**config.mk**
```make
export PLATFORM = sky130hd
export DESIGN_NAME = uart_ram_loader_flat
export DESIGN_NICKNAME = d
export VERILOG_FILES = /design/src/rtl/uart_ram_loader_pkg.sv /design/src/rtl/uart_ram_loader_if.sv /design/src/rtl/uart_ram_loader_rx.sv /design/src/rtl/uart_ram_loader.sv /design/src/flat_wrapper.sv
export SDC_FILE = /design/constraint.sdc
export NUM_CORES = 1
export LEC_CHECK = 0
export ABC_AREA = 0
export CAP_MARGIN = 20
export CORE_ASPECT_RATIO = 0.9
export CORE_MARGIN = 2
export CORE_UTILIZATION = 25
export DETAILED_ROUTE_END_ITERATION = 8
export HOLD_SLACK_MARGIN = 0.12
export SYNTH_ARGS = -nofsm -noshare
export SYNTH_HDL_FRONTEND = slang
export SYNTH_SLANG_ARGS = --single-unit
```
**constraint.sdc**
```tcl
create_clock -name clk -period 2.6 [get_ports clk]
set_clock_uncertainty 0.1 [all_clocks]
set_input_delay 0.52 -clock clk [delete_from_list [all_inputs] [get_ports clk]]
set_output_delay 0.52 -clock clk [all_outputs]
set_load 0.02 [all_outputs]
```
**src/rtl/uart_ram_loader_pkg.sv**
```systemverilog
// Shared types and constants for the UART RAM loader: FSM states,
// UART framing and the big-endian byte order of the host stream.
package loader_pkg;

  localparam int UART_DATA_BITS = 8;
  localparam int UART_STOP_BITS = 1;

  // Loader FSM
  // state     | meaning
  // ST_IDLE   | load_en low, nothing in progress
  // ST_CNT_HI | waiting for word count, high byte
  // ST_CNT_LO | waiting for word count, low byte; range check
  // ST_DAT_HI | waiting for data word, high byte
  // ST_DAT_LO | waiting for data word, low byte
  // ST_WRITE  | w_en asserted for this single cycle
  // ST_DONE   | image complete, holds until load_en drops
  // ST_ERROR  | framing error or oversize count, holds until load_en drops
  typedef enum logic [2:0] {
    ST_IDLE, ST_CNT_HI, ST_CNT_LO, ST_DAT_HI,
    ST_DAT_LO, ST_WRITE, ST_DONE, ST_ERROR
  } state_t;

  // Receiver: waiting for edge, confirming start bit, sampling data+stop bits
  typedef enum logic [1:0] {RX_IDLE, RX_START, RX_BITS} rx_state_t;

  // Host sends the high byte first.
  function automatic logic [15:0] be_word(input logic [7:0] hi, input logic [7:0] lo);
    return {hi, lo};
  endfunction

endpackage

```
**src/rtl/uart_ram_loader_if.sv**
```systemverilog
// RAM write port plus load status, driven by the loader (master).
interface uart_ram_loader_if #(
  parameter int ADDR_WIDTH = 12,
  parameter int DATA_WIDTH = 16
);
  logic                  w_en;
  logic [ADDR_WIDTH-1:0] w_addr;
  logic [DATA_WIDTH-1:0] w_data;
  logic                  busy;
  logic                  done;
  logic                  err;
  logic [15:0]           words_loaded;

  modport master (output w_en, w_addr, w_data, busy, done, err, words_loaded);
  modport slave  (input  w_en, w_addr, w_data, busy, done, err, words_loaded);
endinterface

```
**src/rtl/uart_ram_loader_rx.sv**
```systemverilog
// 8N1 UART receiver: 2-flop synchronizer, start-bit confirmation at half
// a bit, centre sampling, one-cycle byte_valid / frame_err pulses.
module uart_rx
  import loader_pkg::*;
#(
  parameter int CLKS_PER_BIT = 104
) (
  input  logic       clk,
  input  logic       reset,
  input  logic       rx,
  output logic [7:0] byte_out,
  output logic       byte_valid,
  output logic       frame_err
);

  localparam int CW = $clog2(CLKS_PER_BIT);
  localparam logic [CW-1:0] FULL_M1 = CW'(CLKS_PER_BIT - 1);
  localparam logic [CW-1:0] HALF_M1 = CW'(CLKS_PER_BIT / 2 - 1);
  localparam logic [3:0] DATA_END = 4'(UART_DATA_BITS);
  localparam logic [3:0] LAST_IDX = 4'(UART_DATA_BITS + UART_STOP_BITS - 1);

  logic rx_meta, rx_sync, rx_prev;
  rx_state_t state;
  logic [CW-1:0] cnt;
  logic [3:0] bit_idx;
  logic [7:0] shreg;

  // Synchronize rx and keep one extra stage for falling-edge detection.
  always_ff @(posedge clk or negedge reset) begin
    if (!reset) begin
      rx_meta <= 1'b1;
      rx_sync <= 1'b1;
      rx_prev <= 1'b1;
    end else begin
      rx_meta <= rx;
      rx_sync <= rx_meta;
      rx_prev <= rx_sync;
    end
  end

  // Bit timing via a down-counter; sample when it reaches zero.
  always_ff @(posedge clk or negedge reset) begin
    if (!reset) begin
      state      <= RX_IDLE;
      cnt        <= '0;
      bit_idx    <= '0;
      shreg      <= '0;
      byte_out   <= '0;
      byte_valid <= 1'b0;
      frame_err  <= 1'b0;
    end else begin
      byte_valid <= 1'b0;
      frame_err  <= 1'b0;
      case (state)
        RX_IDLE: begin
          if (rx_prev && !rx_sync) begin
            cnt   <= HALF_M1;
            state <= RX_START;
          end
        end
        RX_START: begin
          if (cnt == '0) begin
            if (rx_sync) begin
              state <= RX_IDLE;
            end else begin
              cnt     <= FULL_M1;
              bit_idx <= '0;
              state   <= RX_BITS;
            end
          end else begin
            cnt <= cnt - 1'b1;
          end
        end
        RX_BITS: begin
          if (cnt == '0) begin
            cnt <= FULL_M1;
            if (bit_idx < DATA_END) begin
              shreg   <= {rx_sync, shreg[7:1]};
              bit_idx <= bit_idx + 1'b1;
            end else if (bit_idx < LAST_IDX) begin
              // leading stop bits of a multi-stop frame; only the last is checked
              bit_idx <= bit_idx + 1'b1;
            end else begin
              state <= RX_IDLE;
              if (rx_sync) begin
                byte_out   <= shreg;
                byte_valid <= 1'b1;
              end else begin
                frame_err <= 1'b1;
              end
            end
          end else begin
            cnt <= cnt - 1'b1;
          end
        end
        default: state <= RX_IDLE;
      endcase
    end
  end

endmodule

```
**src/rtl/uart_ram_loader.sv**
```systemverilog
// Host-to-RAM loader: parses a big-endian word count followed by that many
// 16-bit words from the UART and writes them to RAM from address 0.
module uart_ram_loader
  import loader_pkg::*;
#(
  parameter int CLKS_PER_BIT = 104,
  parameter int ADDR_WIDTH   = 12,
  parameter int DATA_WIDTH   = 16,
  parameter int MEM_DEPTH    = 4096
) (
  input  logic clk,
  input  logic reset,
  input  logic rx,
  input  logic load_en,
  uart_ram_loader_if.master bus
);

  localparam logic [ADDR_WIDTH-1:0] ADDR_ONE = ADDR_WIDTH'(1);
  localparam logic [16:0] DEPTH_MAX = 17'(MEM_DEPTH);

  logic [7:0]  rx_byte;
  logic        rx_valid;
  logic        rx_ferr;
  state_t      state;
  logic [15:0] count;
  logic [15:0] n_rx;
  logic [15:0] words_next;

  uart_rx #(.CLKS_PER_BIT(CLKS_PER_BIT)) u_rx (
    .clk       (clk),
    .reset     (reset),
    .rx        (rx),
    .byte_out  (rx_byte),
    .byte_valid(rx_valid),
    .frame_err (rx_ferr)
  );

  assign n_rx       = be_word(count[15:8], rx_byte);
  assign words_next = bus.words_loaded + 16'd1;

  // Loader FSM with registered write strobe and status outputs.
  always_ff @(posedge clk or negedge reset) begin
    if (!reset) begin
      state            <= ST_IDLE;
      count            <= '0;
      bus.w_en         <= 1'b0;
      bus.w_addr       <= '0;
      bus.w_data       <= '0;
      bus.busy         <= 1'b0;
      bus.done         <= 1'b0;
      bus.err          <= 1'b0;
      bus.words_loaded <= '0;
    end else begin
      bus.w_en <= 1'b0;
      if (!load_en) begin
        state    <= ST_IDLE;
        bus.busy <= 1'b0;
      end else begin
        case (state)
          ST_IDLE: begin
            state            <= ST_CNT_HI;
            bus.busy         <= 1'b1;
            bus.done         <= 1'b0;
            bus.err          <= 1'b0;
            bus.words_loaded <= '0;
            bus.w_addr       <= '0;
          end
          ST_CNT_HI: begin
            if (rx_ferr) begin
              state <= ST_ERROR; bus.busy <= 1'b0; bus.err <= 1'b1;
            end else if (rx_valid) begin
              count[15:8] <= rx_byte;
              state       <= ST_CNT_LO;
            end
          end
          ST_CNT_LO: begin
            if (rx_ferr) begin
              state <= ST_ERROR; bus.busy <= 1'b0; bus.err <= 1'b1;
            end else if (rx_valid) begin
              count <= n_rx;
              if (n_rx == 16'd0) begin
                state <= ST_DONE; bus.busy <= 1'b0; bus.done <= 1'b1;
              end else if ({1'b0, n_rx} > DEPTH_MAX) begin
                state <= ST_ERROR; bus.busy <= 1'b0; bus.err <= 1'b1;
              end else begin
                state <= ST_DAT_HI;
              end
            end
          end
          ST_DAT_HI: begin
            if (rx_ferr) begin
              state <= ST_ERROR; bus.busy <= 1'b0; bus.err <= 1'b1;
            end else if (rx_valid) begin
              bus.w_data[DATA_WIDTH-1 -: 8] <= rx_byte;
              state <= ST_DAT_LO;
            end
          end
          ST_DAT_LO: begin
            if (rx_ferr) begin
              state <= ST_ERROR; bus.busy <= 1'b0; bus.err <= 1'b1;
            end else if (rx_valid) begin
              bus.w_data[7:0] <= rx_byte;
              bus.w_en        <= 1'b1;
              state           <= ST_WRITE;
            end
          end
          ST_WRITE: begin
            bus.w_addr       <= bus.w_addr + ADDR_ONE;
            bus.words_loaded <= words_next;
            if (words_next == count) begin
              state <= ST_DONE; bus.busy <= 1'b0; bus.done <= 1'b1;
            end else begin
              state <= ST_DAT_HI;
            end
          end
          ST_DONE, ST_ERROR: ;
          default: state <= ST_IDLE;
        endcase
      end
    end
  end

endmodule

```
**src/flat_wrapper.sv**
```systemverilog
// flat-port wrapper written by rule: the top's interface ports become plain ports
module uart_ram_loader_flat import loader_pkg::*;
#(
  parameter int CLKS_PER_BIT = 104,
  parameter int ADDR_WIDTH   = 12,
  parameter int DATA_WIDTH   = 16,
  parameter int MEM_DEPTH    = 4096
)
  (clk, reset, rx, load_en, bus_w_en, bus_w_addr, bus_w_data, bus_busy, bus_done, bus_err, bus_words_loaded);
  uart_ram_loader_if #(.ADDR_WIDTH(ADDR_WIDTH), .DATA_WIDTH(DATA_WIDTH)) bus_i ();
  input  logic clk;
  input  logic reset;
  input  logic rx;
  input  logic load_en;
  output wire logic [$bits(bus_i.w_en)-1:0] bus_w_en;
  output wire logic [$bits(bus_i.w_addr)-1:0] bus_w_addr;
  output wire logic [$bits(bus_i.w_data)-1:0] bus_w_data;
  output wire logic [$bits(bus_i.busy)-1:0] bus_busy;
  output wire logic [$bits(bus_i.done)-1:0] bus_done;
  output wire logic [$bits(bus_i.err)-1:0] bus_err;
  output wire logic [$bits(bus_i.words_loaded)-1:0] bus_words_loaded;
  assign bus_w_en = bus_i.w_en;
  assign bus_w_addr = bus_i.w_addr;
  assign bus_w_data = bus_i.w_data;
  assign bus_busy = bus_i.busy;
  assign bus_done = bus_i.done;
  assign bus_err = bus_i.err;
  assign bus_words_loaded = bus_i.words_loaded;
  uart_ram_loader #(.CLKS_PER_BIT(CLKS_PER_BIT), .ADDR_WIDTH(ADDR_WIDTH), .DATA_WIDTH(DATA_WIDTH), .MEM_DEPTH(MEM_DEPTH)) u_core (.clk(clk), .reset(reset), .rx(rx), .load_en(load_en), .bus(bus_i));
endmodule
```
==> impl_metrics.py, run 1 <==
metrics = {
    "floorplan": {
        "die_w_um": 155,
        "start_util_pct": 25.7,
        "core.rowCount": 49,
        "core_area_um2": 20100,
        "dieArea_um2": 21800,
        "io_pins": 52,
        "die_h_um": 140,
    },
    "clock_tree": {
        "clkTransAtPathRegs_ns": 0.07,
        "cts.sink_count": 101,
        "clk_latency_ns": 0.34,
        "cts_max_path_buffers": 2,
        "cts_setup_buffers": 0,
        "htree_levels": 3,
        "cts_root_buf": "clkbuf_16",
        "cts_made_buffers": 9,
        "cts_tree": "yes",
    },
    "setup_path": {
        "crit_fanout": 11,
        "crit_type": "flip-flop to flip-flop",
        "required_ns": 2.76,
        "rr_endpoint": "u_core.state[2]",
        "crit_path_end_kind": "flip-flop",
        "r2r_cells": 6,
        "rrSetupSlack_ns": 0.17,
        "r2r_start": "u_core.bus.words_loaded[7]",
        "crit_arrival_ns": 2.59,
        "start_kind": "flip-flop",
    },
    "timing": {
        "layout_setup_ws_ns": 0.174,
        "holdWs_ns": 0.258,
        "tightest_slew_ns": 0.559,
        "relSlewSlack_pct": 62.7,
        "drv_slew": 0,
        "hold_viol": 0,
        "fmax_mhz": 412,
        "final.period_utilization_pct": 93.3,
        "fin_crit_ns": 2.43,
        "setup_violations": 0,
    },
    "detailed_routing": {
        "drcViolationCount": 0,
        "wl_um": 12200,
        "vias": 4132,
        "drt_iter0_markers": 196,
        "ant_nets": 0,
        "post_drt_wl_per_cell_um": 14.3,
        "dr.pass1.iters": 5,
        "vias_per_cell": 4.83,
    },
    "worst_hold_path": {
        "hold_depth": 0,
        "hold_end": "u_core.u_rx.rx_sync",
        "hp-class": "flip-flop to flip-flop",
        "worstHoldStart": "u_core.u_rx.rx_meta",
    },
    "pwr": {
        "p_leak_nw": 2.94,
        "p_per_area_nw_per_um2": 548,
        "irDropWorstVdd_mv": 0.314,
    },
    "placed_design": {
        "place_ws_ns": 0.0657,
        "io_buffers": 51,
        "place_congestion": 0.801,
        "dp_hpwl_um": 8950,
    },
    "yosys": {
        "syn_inst": 517,
        "synth.net_count": 528,
        "ys.flop_type": "dfrtp_1",
        "synth_cell_type_count": 64,
        "async_reset_ff_share_pct": 100,
        "yosys_register_bits": 101,
        "synth_area_um2": 5160,
        "syn-mean-instance-area_um2": 9.98,
        "yosysSeqAreaShare_pct": 49.0,
        "ys_warn_count": 0,
        "synth_edf_count": 0,
    },
    "cells_and_area": {
        "drive_above_1_share_pct": 19.8,
        "fin_nets": 608,
        "antennaDiodeCount": 0,
        "area_delta_synth_final_pct": 27.0,
    },
    "grt": {
        "grt_usage_pct": 11.9,
        "grt_pass1_vias": 3966,
        "grt_pass1_wl_um": 21000,
        "antenna_found_initial": 0,
        "grt_max_degree": 48,
        "grt.overflow.total": 0,
    },
    "flow_run": {
        "drv_cap": 0,
    },
    "status": {
        "status": "completed",
    },
}
power breakdown:
group          internal, W  switching (W)  total, W
combinational     0.000191       0.000276  0.000466
sequential         0.00163      0.0000441   0.00167
clock             0.000868       0.000586   0.00145
metrics by stage:
step | power (W) | setup TNS (ns) | utilization (%) | cells | instance area [um^2]
floorplan | 0.00198 | 0 | - | 517 | 5160
global placement | 0.00214 | 0 | 30.8 | 840 | 6190
detailed placement | 0.00215 | 0 | 30.8 | 840 | 6190
CTS | 0.00362 | 0 | 32.5 | 856 | 6530
global route | 0.00377 | -0.0244 | 32.6 | 856 | 6560
finish | 0.00359 | 0 | 32.6 | 856 | 6560
synthesized netlist by cell type (3+ instances only):
master	number	share of area [%]
dfrtp_1	98	48
nand2_1	74	5.4
o21ai_0	51	4.9
mux2_2	41	8.9
nor2_1	29	2.1
a21oi_1	19	1.8
clkbuf_1	14	1.0
nand3_1	14	1.4
inv_1	13	0.95
xor2_1	12	2.0
nor4_1	11	1.3
nor3_1	10	0.97
xnor2_1	9	1.5
a31oi_1	7	0.85
and3_1	7	0.85
ha_1	7	1.7
nand2b_1	7	0.85
nand4_1	7	0.85
o211ai_1	7	1.0
o31ai_1	7	1.0
a22o_1	6	1.0
nor2b_1	5	0.61
or3_1	5	0.61
a211oi_1	3	0.44
and2_1	3	0.36
buf_2	3	0.29
dfstp_2	3	1.5
placed cells by master, fill, tap and decap left out, drive strengths merged, types with 14 or more instances in the layout:
cell type	count
nor2	29
inv	14
nand3	16
mux2	41
dfrtp	98
buf	40
a21oi	19
clkdlybuf4s50	50
o21ai	52
nand2	74
registers in the layout (all words and copies together) (netlist names), 2 cells and up:
signal                   cells
u_core.state                 3
u_core.bus.w_data           16
u_core.u_rx.shreg            8
u_core.bus.words_loaded     16
u_core.u_rx.bit_idx          4
u_core.u_rx.cnt              7
u_core.count                16
u_core.bus.w_addr           12
u_core.u_rx.state            2
u_core.u_rx.byte_out         8
layout make-up:
class                      instances  area [um^2]
fill                            2054        13600
sequential                       101         2530
timing repair buffer              91          823
tap                              255          319
multi-input combinational        380         2510
clock buffer                      10          239
clock inverter                     5         85.1
inverter                          14         52.6
how the worst max path moves through the flow:
stage | startpoint | end
detailed placement | u_core.u_rx.cnt[1] | u_core.u_rx.byte_out[2]
floorplan | u_core.bus.words_loaded[0] | u_core.bus.busy
finish | u_core.bus.words_loaded[7] | u_core.state[2]
global route | u_core.u_rx.cnt[1] | u_core.u_rx.bit_idx[2]
CTS | u_core.u_rx.cnt[1] | u_core.u_rx.byte_out[2]
global placement | u_core.u_rx.cnt[1] | u_core.u_rx.byte_out[0]
per-layer routing:
layer | up-vias | part of all wire [%] | routed length [um] | global-route usage (%)
met2 | 83 | 45 | 5490 | 18.2
li1 | 2040 | - | - | -
met1 | 1997 | 50 | 6120 | 17.3
met3 | 12 | 3.6 | 444 | 2.60
met4 | 0 | 1.3 | 157 | 2.66
met5 | - | 0 | 0 | 0
repair_timing:
item,CTS,global route
endpoints found under the setup margin,0,21
hold buffers,1,0
gates resized for setup,0,6
hold endpoints to repair,38,0
worst max-delay path, cell delays in order, from the launching register on:
cell,delay [ns]
dfrtp_1,0.57
nand3_2,0.18
or4_4,0.48
xnor2_2,0.19
nand3b_1,0.12
or4_1,0.55
o211ai_2,0.17
cell families (layout without fill, tap and decap cells):
kind of cell	Yosys count	after routing	share of synthesized area (%)
xor+xnor	22	22	3.88
fa+ha+maj	7	7	1.70
simple gates	190	190	18.9
mux	42	42	9.14
buf+inv	36	120	2.98
compound gates	119	119	14.4
flops	101	101	49.0
Note: power is estimated with default switching activity, not from simulation.
==> run 2: changes to the inputs <==
--- a/config.mk
+++ b/config.mk
@@ -8,7 +8,7 @@
 export ABC_AREA = 0
 export CAP_MARGIN = 20
 export CORE_ASPECT_RATIO = 0.9
-export CORE_MARGIN = 2
+export CORE_MARGIN = 3
 export CORE_UTILIZATION = 25
 export DETAILED_ROUTE_END_ITERATION = 8
 export HOLD_SLACK_MARGIN = 0.12
==> run 2 against run 1 <==
  * Via count shrank 0.92%
  * Clock power is 9% lower
  * Cell count decreased by 0.35%
  * Power down 4.7%
  * Worst setup slack lost 0.024 ns
  * Fmax down 0.98%
  * Core utilization decreased by 0.37 points
  * Final area decreased by 1.1%
  * Sequential power about the same
  * Critical path depth grew 2
  * Die area increased by 2.7%
==> impl_metrics.py, run 2 (synthesis results as in run 1) <==
metrics = {
    "setup_path": {
        "cp_top_family": "simple AND/OR/NAND/NOR gates",
        "path_cells": "inv_1, ha_1, or4b_1, or3_1, a21oi_1, a21oi_1, nor2_1, mux2_2",
        "crit_path_end_kind": "flip-flop",
        "cp.buffers_inverters": 1,
        "rr_endpoint": "u_core.u_rx.state[0]",
        "crit_arrival_ns": 2.59,
        "start_kind": "flip-flop",
        "crit_top_cell": "a21oi_1",
        "r2r_start": "u_core.u_rx.cnt[0]",
        "crit_type": "flip-flop to flip-flop",
        "rrSetupSlack_ns": 0.15,
        "crit_fanout": 5,
        "slowest_stage": "or4b_1",
        "required_ns": 2.74,
        "r2r_cells": 8,
        "cp_slowest_stage_delay_ns": 0.46,
    },
    "timing": {
        "relSlewSlack_pct": 68.5,
        "fmax_mhz": 408,
        "tightest_slew_ns": 0.468,
        "rsz0062_at_grt": "false",
        "setup_violations": 0,
        "fin_crit_ns": 2.45,
        "final.period_utilization_pct": 94.2,
        "drv_slew": 0,
        "hold_viol": 0,
        "finalSetupTns_ns": 0,
    },
    "grt": {
        "grt_pass1_wl_um": 20500,
        "antenna_found_initial": 0,
        "grt_max_degree": 49,
        "grt_pass1_vias": 3840,
        "grt_usage_pct": 11.4,
        "grt.overflow.total": 0,
    },
    "pwr": {
        "irDropWorstVdd_mv": 0.363,
        "p_per_area_nw_per_um2": 528,
        "p_leak_nw": 2.90,
    },
    "worst_hold_path": {
        "worstHoldStart": "u_core.u_rx.rx_meta",
        "hp-class": "flip-flop to flip-flop",
        "hold_end": "u_core.u_rx.rx_sync",
        "hold_depth": 0,
    },
    "status": {
        "status": "completed",
    },
    "cells_and_area": {
        "final_area_um2": 6480,
        "antennaDiodeCount": 0,
        "mostFrequentLayoutCell": "dfrtp_1",
        "drive_above_1_share_pct": 18.6,
        "fin_cells": 853,
        "area_delta_synth_final_pct": 25.6,
        "layout_common_cells": "98 x dfrtp_1, 74 x nand2_1, 51 x o21ai_0",
        "fin_nets": 604,
        "final_util_pct": 32.2,
        "largest_registers": "u_core.bus.w_data x16, u_core.bus.words_loaded x16, u_core.count x16",
    },
    "floorplan": {
        "start_util_pct": 25.7,
        "io_pins": 52,
        "core.rowCount": 49,
        "dieArea_um2": 22400,
        "die_w_um": 157,
        "core_area_um2": 20100,
        "die_h_um": 142,
    },
    "clock_tree": {
        "htree_levels": 3,
        "clkTransAtPathRegs_ns": 0.07,
        "cts_setup_buffers": 0,
        "cts_made_buffers": 9,
        "cts_root_buf": "clkbuf_16",
        "cts.sink_count": 101,
        "cts_tree": "yes",
        "clk_latency_ns": 0.35,
        "cts_max_path_buffers": 2,
    },
    "detailed_routing": {
        "post_drt_wl_per_cell_um": 14.4,
        "drcViolationCount": 0,
        "drt_iter0_markers": 230,
        "wl_um": 12300,
        "vias": 4094,
        "dr.pass1.iters": 4,
        "ant_nets": 0,
        "vias_per_cell": 4.80,
    },
    "placed_design": {
        "dp_hpwl_um": 9020,
        "io_buffers": 51,
        "dp.cells": 836,
        "place_congestion": 0.814,
        "place_area_um2": 6170,
    },
    "flow_run": {
        "drv_cap": 0,
    },
}
-- run 2: cell types whose count changed in the layout (fill, tap and decap cells not counted), moves of 2 or more --
cell       before  now
buf_4          39   34
inv_6           0    3
clkinv_4        2    0
bufinv_16       2    0
-- run 2: per-layer routing --
layer	global-route usage, %	vias to the layer above	part of all wire [%]
met5	0	-	0
met4	2.19	0	0.80
met3	2.95	9	3.9
met2	17.4	72	45
met1	16.4	1977	50
li1	-	2036	-
-- run 2: timing repair --
item                       in CTS  in global routing
setup endpoints to repair       0                  8
hold buffers                    1                  0
gates resized for setup         0                  1
hold endpoints to repair       28                  0
-- run 2: area by class of cell --
cell class	instances	area [um^2]
fillers	2068	13600
flip-flops and latches	101	2530
multi-input cells	380	2480
repair buffers	87	806
well taps	255	319
clock buffers	10	239
clock inverters	6	52.6
inverters	14	52.6
-- run 2: worst reg2reg max path, delay by kind of cell, from the launching register on --
kind,cells,cell delay (ns)
flops,1,0.42
fa+ha+maj,1,0.17
mux,1,0.35
simple gates,3,1.02
buf+inv,1,0.07
compound gates,2,0.21
-- run 2: worst max-delay path by stage --
stage                                     startpoint                       to  slack, ns  cells past startpoint
after global placement                       load_en          u_core.count[8]       0.13                      5
final                             u_core.u_rx.cnt[0]     u_core.u_rx.state[0]       0.15                      8
after floorplan           u_core.bus.words_loaded[0]          u_core.bus.busy       0.04                      7
after CTS                         u_core.u_rx.cnt[0]  u_core.u_rx.byte_out[0]       0.06                      8
after global routing              u_core.u_rx.cnt[0]     u_core.u_rx.state[0]      0.004                      8
after detailed placement          u_core.u_rx.cnt[0]  u_core.u_rx.byte_out[1]       0.11                      8
-- run 2: stage by stage --
stage	total power (W)	hold slack (ns)	setup slack, ns
detailed placement	0.00214	0.247	0.105
floorplan	0.00198	0.124	0.0386
finish	0.00342	0.263	0.150
global route	0.00360	0.264	0.00408
global placement	0.00213	0.247	0.130
CTS	0.00348	0.263	0.0600
-- run 2: where the power goes --
part | leakage, nW | switching, W | internal (W)
registers | 1.37 | 0.0000474 | 0.00162
logic | 1.39 | 0.000256 | 0.000172
clock network | 0.138 | 0.000629 | 0.000693
total | 2.90 | 0.000933 | 0.00249
